## config.mk

```make
export PLATFORM = sky130hd
export DESIGN_NAME = bias_accum_relu
export DESIGN_NICKNAME = d
export VERILOG_FILES = /design/src/rtl/bias_accum_relu.sv
export SDC_FILE = /design/constraint.sdc
export NUM_CORES = 2
export LEC_CHECK = 0
export ABC_AREA = 1
export CAP_MARGIN = 20
export CELL_PAD_IN_SITES_DETAIL_PLACEMENT = 2
export CELL_PAD_IN_SITES_GLOBAL_PLACEMENT = 2
export CORE_UTILIZATION = 31
export DETAILED_ROUTE_END_ITERATION = 10
export PLACE_DENSITY_LB_ADDON = 0.08
export SYNTH_ARGS = -nofsm -noshare
export SYNTH_HDL_FRONTEND = slang
export SYNTH_SLANG_ARGS = --single-unit
```

## constraint.sdc

```tcl
create_clock -name clk -period 3.8 [get_ports clk]
set_input_delay 0.76 -clock clk [delete_from_list [all_inputs] [get_ports clk]]
set_output_delay 0.76 -clock clk [all_outputs]
set_load 0.02 [all_outputs]
```

## src/rtl/bias_accum_relu.sv

```systemverilog
// bias_accum_relu: per-lane partial-sum accumulator with bias add, optional ReLU and output saturation
module bias_accum_relu #(
  parameter int N_adder_tree = 16,
  parameter int IN_W = 18,
  parameter int ACC_W = 24,
  parameter int OUT_W = 18
) (
  input  logic                         clk,
  input  logic                         rst_n,
  input  logic [N_adder_tree*18-1:0]   bias,
  input  logic                         relu_en,
  input  logic                         in_valid,
  output logic                         in_ready,
  input  logic                         in_last,
  input  logic [N_adder_tree*IN_W-1:0] psum,
  output logic                         out_valid,
  input  logic                         out_ready,
  output logic [N_adder_tree*OUT_W-1:0] out_data,
  output logic                         acc_ovf,
  output logic                         out_sat
);
  localparam int BW = 18;
  localparam int N = N_adder_tree;
  localparam logic [ACC_W-1:0] ACC_MAX = {1'b0, {(ACC_W-1){1'b1}}};
  localparam logic [ACC_W-1:0] ACC_MIN = {1'b1, {(ACC_W-1){1'b0}}};
  localparam logic [OUT_W-1:0] OUT_MAX = {1'b0, {(OUT_W-1){1'b1}}};
  localparam logic [OUT_W-1:0] OUT_MIN = {1'b1, {(OUT_W-1){1'b0}}};
  typedef enum logic [1:0] {ACC, BIAS, HOLD} state_t;
  state_t state, state_nx;
  logic alive, first, beat, hs, relu_q;
  logic [ACC_W-1:0] acc [N];
  logic [ACC_W-1:0] acc_nx [N];
  logic [ACC_W:0] sum [N];
  logic [ACC_W-1:0] relu_v [N];
  logic [N-1:0] lane_ovf, lane_clip;
  logic [N*OUT_W-1:0] out_nx;
  assign beat = in_valid && in_ready;
  assign hs = out_valid && out_ready;
  // state register
  always_ff @(posedge clk or negedge rst_n)
    if (!rst_n) state <= ACC;
    else state <= state_nx;
  // next-state: collect beats, one bias cycle, then hold until the result is taken
  always_comb begin
    state_nx = state;
    case (state)
      ACC:     if (beat && in_last) state_nx = BIAS;
      BIAS:    state_nx = HOLD;
      HOLD:    if (hs) state_nx = ACC;
      default: state_nx = ACC;
    endcase
  end
  // output decode: input side open only while accumulating and out of reset
  always_comb in_ready = alive && state == ACC;
  // keeps in_ready low until the first edge after reset release
  always_ff @(posedge clk or negedge rst_n)
    if (!rst_n) alive <= 1'b0;
    else alive <= 1'b1;
  // per-lane saturating add of psum (ACC) or bias (BIAS), plus ReLU/clip of the finished sum
  always_comb begin
    lane_ovf = '0;
    lane_clip = '0;
    out_nx = '0;
    for (int i = 0; i < N; i++) begin
      sum[i] = ((state == ACC && first) ? '0 : {acc[i][ACC_W-1], acc[i]})
             + ((state == BIAS) ? {{(ACC_W+1-BW){bias[BW*i+BW-1]}}, bias[BW*i +: BW]}
                                : {{(ACC_W+1-IN_W){psum[IN_W*i+IN_W-1]}}, psum[IN_W*i +: IN_W]});
      lane_ovf[i] = sum[i][ACC_W] ^ sum[i][ACC_W-1];
      acc_nx[i] = lane_ovf[i] ? (sum[i][ACC_W] ? ACC_MIN : ACC_MAX) : sum[i][ACC_W-1:0];
      relu_v[i] = (relu_q && acc[i][ACC_W-1]) ? '0 : acc[i];
      lane_clip[i] = !(&relu_v[i][ACC_W-1:OUT_W-1] || ~|relu_v[i][ACC_W-1:OUT_W-1]);
      out_nx[OUT_W*i +: OUT_W] = lane_clip[i] ? (relu_v[i][ACC_W-1] ? OUT_MIN : OUT_MAX)
                                              : relu_v[i][OUT_W-1:0];
    end
  end
  // accumulators, group-start flag, sticky overflow and the ReLU mode captured with the bias
  always_ff @(posedge clk or negedge rst_n)
    if (!rst_n) begin
      acc <= '{default: '0};
      first <= 1'b1;
      acc_ovf <= 1'b0;
      relu_q <= 1'b0;
    end else if (beat) begin
      acc <= acc_nx;
      first <= 1'b0;
      acc_ovf <= (acc_ovf && !first) || |lane_ovf;
    end else if (state == BIAS) begin
      acc <= acc_nx;
      acc_ovf <= acc_ovf || |lane_ovf;
      relu_q <= relu_en;
    end else if (hs) first <= 1'b1;
  // result register: loaded once on the first HOLD cycle, held until handshake
  always_ff @(posedge clk or negedge rst_n)
    if (!rst_n) begin
      out_valid <= 1'b0;
      out_data <= '0;
      out_sat <= 1'b0;
    end else if (state == HOLD && !out_valid) begin
      out_valid <= 1'b1;
      out_data <= out_nx;
      out_sat <= |lane_clip;
    end else if (hs) out_valid <= 1'b0;
endmodule
```

* Word-level counts from Yosys, hierarchy flattened *
Cells that the tools add are included.

word-level totals
  flip-flop bits (word level) = 680
  logic and storage cells = 302
  output and inout bits = 292

operators by class
  reductions and logical operators = 116
  bitwise logic cells = 17
  equality and inequality tests = 5
  muxes and demuxes = 124
  add/subtract/negate cells = 16

operators by type and width
  cell                                                  number
  2-to-1 mux 24 bit                                     48
  2-to-1 mux 25 bit                                     32
  2-to-1 mux 384 bit                                    2
  2-to-1 mux 18 bit                                     32
  adder 25 bit                                          16
  AND reduction 7 bit                                   16
  OR reduction 7 bit                                    16
  logical NOT 1 bit                                     34
  OR reduction 16 bit                                   2
  logical AND 1 bit                                     23
  logical OR 1 bit                                      18
  XOR 1 bit                                             16
  2-to-1 mux 1 bit                                      7
  != test 2 bit (second input constant)                 3
  one-hot mux 2 bit (3 select lines)                    1
  AND reduction 2 bit                                   3
  nonzero test 2 bit                                    3
  2-to-1 mux 2 bit                                      2
  equality test 2 x 1 -> 1 bit (second input constant)  1
  equality test 2 bit (second input constant)           1
  logical NOT 2 bit                                     1
  NOT 1 bit                                             1

* Depth between registers and ports, before layout *
  depth after elaboration = 9
  depth in mapped cells = 26
  depth with buffers taken out = 24

* Worst setup path before layout *
OpenSTA, ideal clock, no wires.

  path kind = flip-flop to flip-flop
  start = register state[0]
  end = register acc[162] in the netlist's numbering
  library setup time = 0.129 ns
  buffers on the path = 3
  data arrival time = 3.333 ns
  slack = 0.338 ns
  stages on the path, launching flop included = 18
  period minus slack after synthesis = 3.462 ns
  cell sequence = dfrtp_1 -> nand2_1 -> buf_2 -> clkbuf_1 -> clkbuf_1 -> mux2_2 -> ha_1 -> inv_1 -> fa_1 -> o21ai_0 -> nand3_1 -> nand2_1 -> a21oi_1 -> o21ai_0 -> a21boi_0 -> or2_2 -> nand3_1 -> a22oi_1

on the way
  cells in the longest elaborated chain, start to end = 8

RTL lines
  item                                            line    text
  start, declared                                 29      state_t state, state_nx;
  start signal, assigned                          42      else state <= state_nx;
  logical NOT 2 bit                               54, 65
  logical AND 1 bit                               65      sum[i] = ((state == ACC && first) ? '0 : {acc[i][ACC_W-1], acc[i]})
  2-to-1 mux 25 bit                               65
  adder 25 bit                                    66      + ((state == BIAS) ? {{(ACC_W+1-BW){bias[BW*i+BW-1]}}, bias[BW*i +: BW]}
  2-to-1 mux 24 bit or XOR 1 bit (tied branches)  69, 68
  2-to-1 mux 24 bit                               69      acc_nx[i] = lane_ovf[i] ? (sum[i][ACC_W] ? ACC_MIN : ACC_MAX) : sum[i][ACC_W-1:0];
  2-to-1 mux 384 bit                              87      end else if (state == BIAS) begin
  2-to-1 mux 384 bit                              83      end else if (beat) begin
  end signal, assigned                            84      acc <= acc_nx;
  end signal, assigned                            88      acc <= acc_nx;
  end, declared                                   31      logic [ACC_W-1:0] acc [N];

Several ways; a longest one is shown, not always the timed one. The select of a mux whose other input is x is not followed.
A chain may end at the register's enable or synchronous reset.

* Worst setup path after layout *
  start = register state[1]
  end = register acc_ovf

on the way
  cells in the longest elaborated chain, start to end = 9

RTL lines
  item                  line    text
  logical NOT 2 bit     54, 65
  logical AND 1 bit     65
  2-to-1 mux 25 bit     65
  adder 25 bit          66
  XOR 1 bit             68      lane_ovf[i] = sum[i][ACC_W] ^ sum[i][ACC_W-1];
  OR reduction 16 bit   86, 89
  logical OR 1 bit      89      acc_ovf <= acc_ovf || |lane_ovf;
  2-to-1 mux 1 bit      87
  2-to-1 mux 1 bit      83
  end signal, assigned  86      acc_ovf <= (acc_ovf && !first) || |lane_ovf;
  end signal, assigned  89
  end, declared         19      output logic acc_ovf,

Several ways; a longest one is shown, not always the timed one. The select of a mux whose other input is x is not followed.

==> impl_metrics.json <==
{
  "synth.net_count": 8701,
  "timing.max_slew.rel_slack_pct": 23.36,
  "critical_path.max_fanout": 13,
  "stdcell_count": 11249,
  "clk_transition_reported_paths_ns": 0.06,
  "synth-async-reset-ratio_pct": 100.0,
  "die_area_um2": 182700,
  "finClkSkew_ns": 0.03052,
  "seq_area_um2": 17020,
  "detailedPlacementHpwl_um": 195900,
  "fin_setup_tns_ns": 0,
  "final.period_utilization_pct": 95.97,
  "multi_input_area_um2": 34770,
  "timing.final.setup_violations": 0,
  "post_synthesis_instance_total": 7719,
  "drive_above_1_share_pct": 12.78,
  "finalMaxSlewViolations": 0,
  "detailroute.via_count": 58318,
  "grt_setup_unrepaired": "yes",
  "avgSynthCellArea_um2": 7.269,
  "synthDominantCellAreaShare_pct": 30.28,
  "detail_route.vias_per_cell": 5.184,
  "grt-ovfl-total": 0,
  "vdd.ir_drop.worst_mv": 0.4347,
  "fillCellCount": 20628,
  "die_height_um": 427.4,
  "die-width_um": 427.4,
  "insertion_delay_of_the_later_clocked_pin_in_the_worst_skew_pair_ns": 0.74,
  "cp_data_arrival_time_ns": 4.26,
  "cpLargestDelayFamily": "simple AND/OR/NAND/NOR gates",
  "endpoint_kind": "flip-flop",
  "start_util_pct": 31.31,
  "globalplace.congestion": 0.8789,
  "cts.sinks": 680,
  "crit_path_category": "reg -> reg",
  "drtIter0Drc": 2011,
  "yosysSeqAreaShare_pct": 30.33,
  "cts_made_buffers": 92,
  "placed_cells_incl_taps": 11036,
  "antenna_found_initial": 9,
  "yosys.cell_types.count": 65,
  "wire_length_of_the_first_global_routing_pass_um": 381600,
  "synth_area_um2": 56110,
  "worst_setup_path_start_kind": "flip-flop",
  "cts_root_buffer": "sky130_fd_sc_hd__clkbuf_16",
  "power_density_nw_per_um2": 1088,
  "number_of_enable_type_register_cells_in_the_synthesized_netlist": 0,
  "tritoncts": "yes",
  "grt_max_degree": 116,
  "cts_max_level": 3,
  "ranking_of_synthesized_cells_by_area": "sky130_fd_sc_hd__dfrtp_1 30%, sky130_fd_sc_hd__nand2_1 12%, sky130_fd_sc_hd__ha_1 8.6%",
  "timing.final.hold_violations": 0,
  "clk_path_buf_depth": 3,
  "final_nets": 9793,
  "synth_top_cell_by_area": "sky130_fd_sc_hd__dfrtp_1",
  "fmax_mhz": 274.2,
  "critPathMaxStageDelay_ns": 0.39,
  "detail_route.wl_per_cell_um": 22.57,
  "synth.cells.most_frequent": "1,743 x sky130_fd_sc_hd__nand2_1, 988 x sky130_fd_sc_hd__inv_1, 882 x sky130_fd_sc_hd__nor2_1",
  "firstDrtPassIters": 5,
  "via_count_of_the_first_global_routing_pass": 65304,
  "drcViolationCount": 0,
  "crit_required_ns": 4.41,
  "synthFlopType": "sky130_fd_sc_hd__dfrtp_1",
  "outcome": "finished clean",
  "synthToLayoutAreaGrowth_pct": 33.18,
  "cpMaxStageDelayCell": "sky130_fd_sc_hd__dfrtp_1",
  "critPathBufInv": 6,
  "coreArea_um2": 179200,
  "min_path_type": "reg -> reg",
  "post-synth-top-count-cell": "sky130_fd_sc_hd__nand2_1",
  "yosys_reg_bits": 680,
  "wirelength_um": 253900,
  "total_global_routing_track_utilization_pct": 26.71,
  "numPortBuffers": 873,
  "cpMostUsedCell": "sky130_fd_sc_hd__nand2_1",
  "max_cap_viols": 0,
  "period_needed_ns": 3.647,
  "timing_worst_slew_pin_value_ns": 1.150,
  "drt.antenna.violating_nets": 0,
  "placement_rows": 155,
  "yosys_warnings": 0,
  "p_leak_nw": 36.27,
  "i_o_pin_count": 874
}
## layout make-up
class	instances	area share, %
well taps	2355	3.943
clock buffers	124	3.528
inverters	1009	5.164
multi-input cells	5747	46.53
diodes	4	0.01339
flip-flops and latches	680	22.78
repair buffers	1277	17.00
clock inverters	49	0.9845
repair inverters	4	0.05023
## routing by layer
metal / vias to the layer above / share of wire [%] / GRT usage [%]
li1: 27813 / - / -
met1: 29402 / 41 / 30.74
met2: 780 / 52 / 50.47
met3: 321 / 2.6 / 2.843
met4: 2 / 4.0 / 9.369
met5: - / 0.0047 / 0
## state kept, by name (all words and copies together), names as in the netlist
signal,cells
state,2
acc_ovf,1
out_valid,1
alive,1
acc,384
relu_q,1
out_sat,1
out_data,288
first,1
## power breakdown
part | switching, mW | total, mW | leakage (nW) | internal (mW)
clock | 3.96 | 9.94 | 1.62 | 5.98
combinational | 35.8 | 58.6 | 27.4 | 22.9
sequential | 2.32 | 12.8 | 7.24 | 10.5
## per-stage QoR
stage                     utilization (%)  area [um2]  hold slack (ns)  setup WS, ns  power (mW)
after floorplan                         -       56110           0.4644        0.3381       48.10
after CTS                           40.95       73370           0.4798     0.0004037       80.44
after global routing                41.70       74730           0.4928      -0.09612       88.22
final                               41.70       74730           0.4771        0.1532       81.33
after detailed placement            38.97       69830           0.4649       -0.2160       69.45
after global placement              38.96       69820           0.4579       -0.1214       67.55
## cells by family (layout without fill, tap and decap cells)
group                    Yosys count  after routing  synth area share [%]
AND/OR/NAND/NOR                 3371           3371                 24.97
AO/OA/AOI/OAI                   1418           1418                 16.43
buffers and inverters           1292           2463                 9.218
flip-flops                       680            680                 30.33
adder cells (fa/ha/maj)          400            400                 9.133
XOR/XNOR                         285            285                 4.449
multiplexers                     272            272                 5.459
other                              1              5              0.006683
## tightest hold or removal path, stage by stage, from the launching register on
cell                      delay (ns)
sky130_fd_sc_hd__dfrtp_1        0.34
sky130_fd_sc_hd__nand2_1        0.06
sky130_fd_sc_hd__nand2_1        0.05
## final timing paths
check,from,to,slack (ns),depth (start not counted)
hold reg to reg,out_data[179]$_DFFE_PN0P_,out_data[179]$_DFFE_PN0P_,0.48,2
setup reg to reg,state[1]$_DFFE_PN0P_,acc_ovf$_DFFE_PN0P_,0.15,25
setup / recovery,state[1]$_DFFE_PN0P_,acc_ovf$_DFFE_PN0P_,0.15,25
min in group asynchronous,rst_n,acc[346]$_DFFE_PN0P_,0.55,2
max in group asynchronous,rst_n,out_data[218]$_DFFE_PN0P_,2.11,4
hold / removal,out_data[179]$_DFFE_PN0P_,out_data[179]$_DFFE_PN0P_,0.48,2
## cells in the final DEF (no fill, tap or decap), drive strengths merged, types with 12 or more instances in the layout
master	count
a21o	24
a21oi	616
a22oi	187
a2bb2oi	272
a31o	13
a31oi	73
and2	30
buf	393
bufinv	16
clkbuf	135
clkdlybuf4s50	872
clkinv	16
clkinvlp	12
dfrtp	679
fa	16
ha	384
inv	1018
mux2	272
nand2	1758
nand3	495
nand4	86
nor2	892
nor3	44
nor4	15
o211a	14
o21ai	146
o21bai	32
or2	36
xnor2	137
xor2	148
## what timing repair did
item                                    4_1_cts  5_1_grt
setup buffers                                 5       12
gates cloned                                  1       16
gates resized for setup                      20      240
endpoints found under the hold margin        34        0
hold buffers                                  1        0
pin swaps                                     1        5
endpoints found under the setup margin       18      300
(Power assumes the default switching activity.)
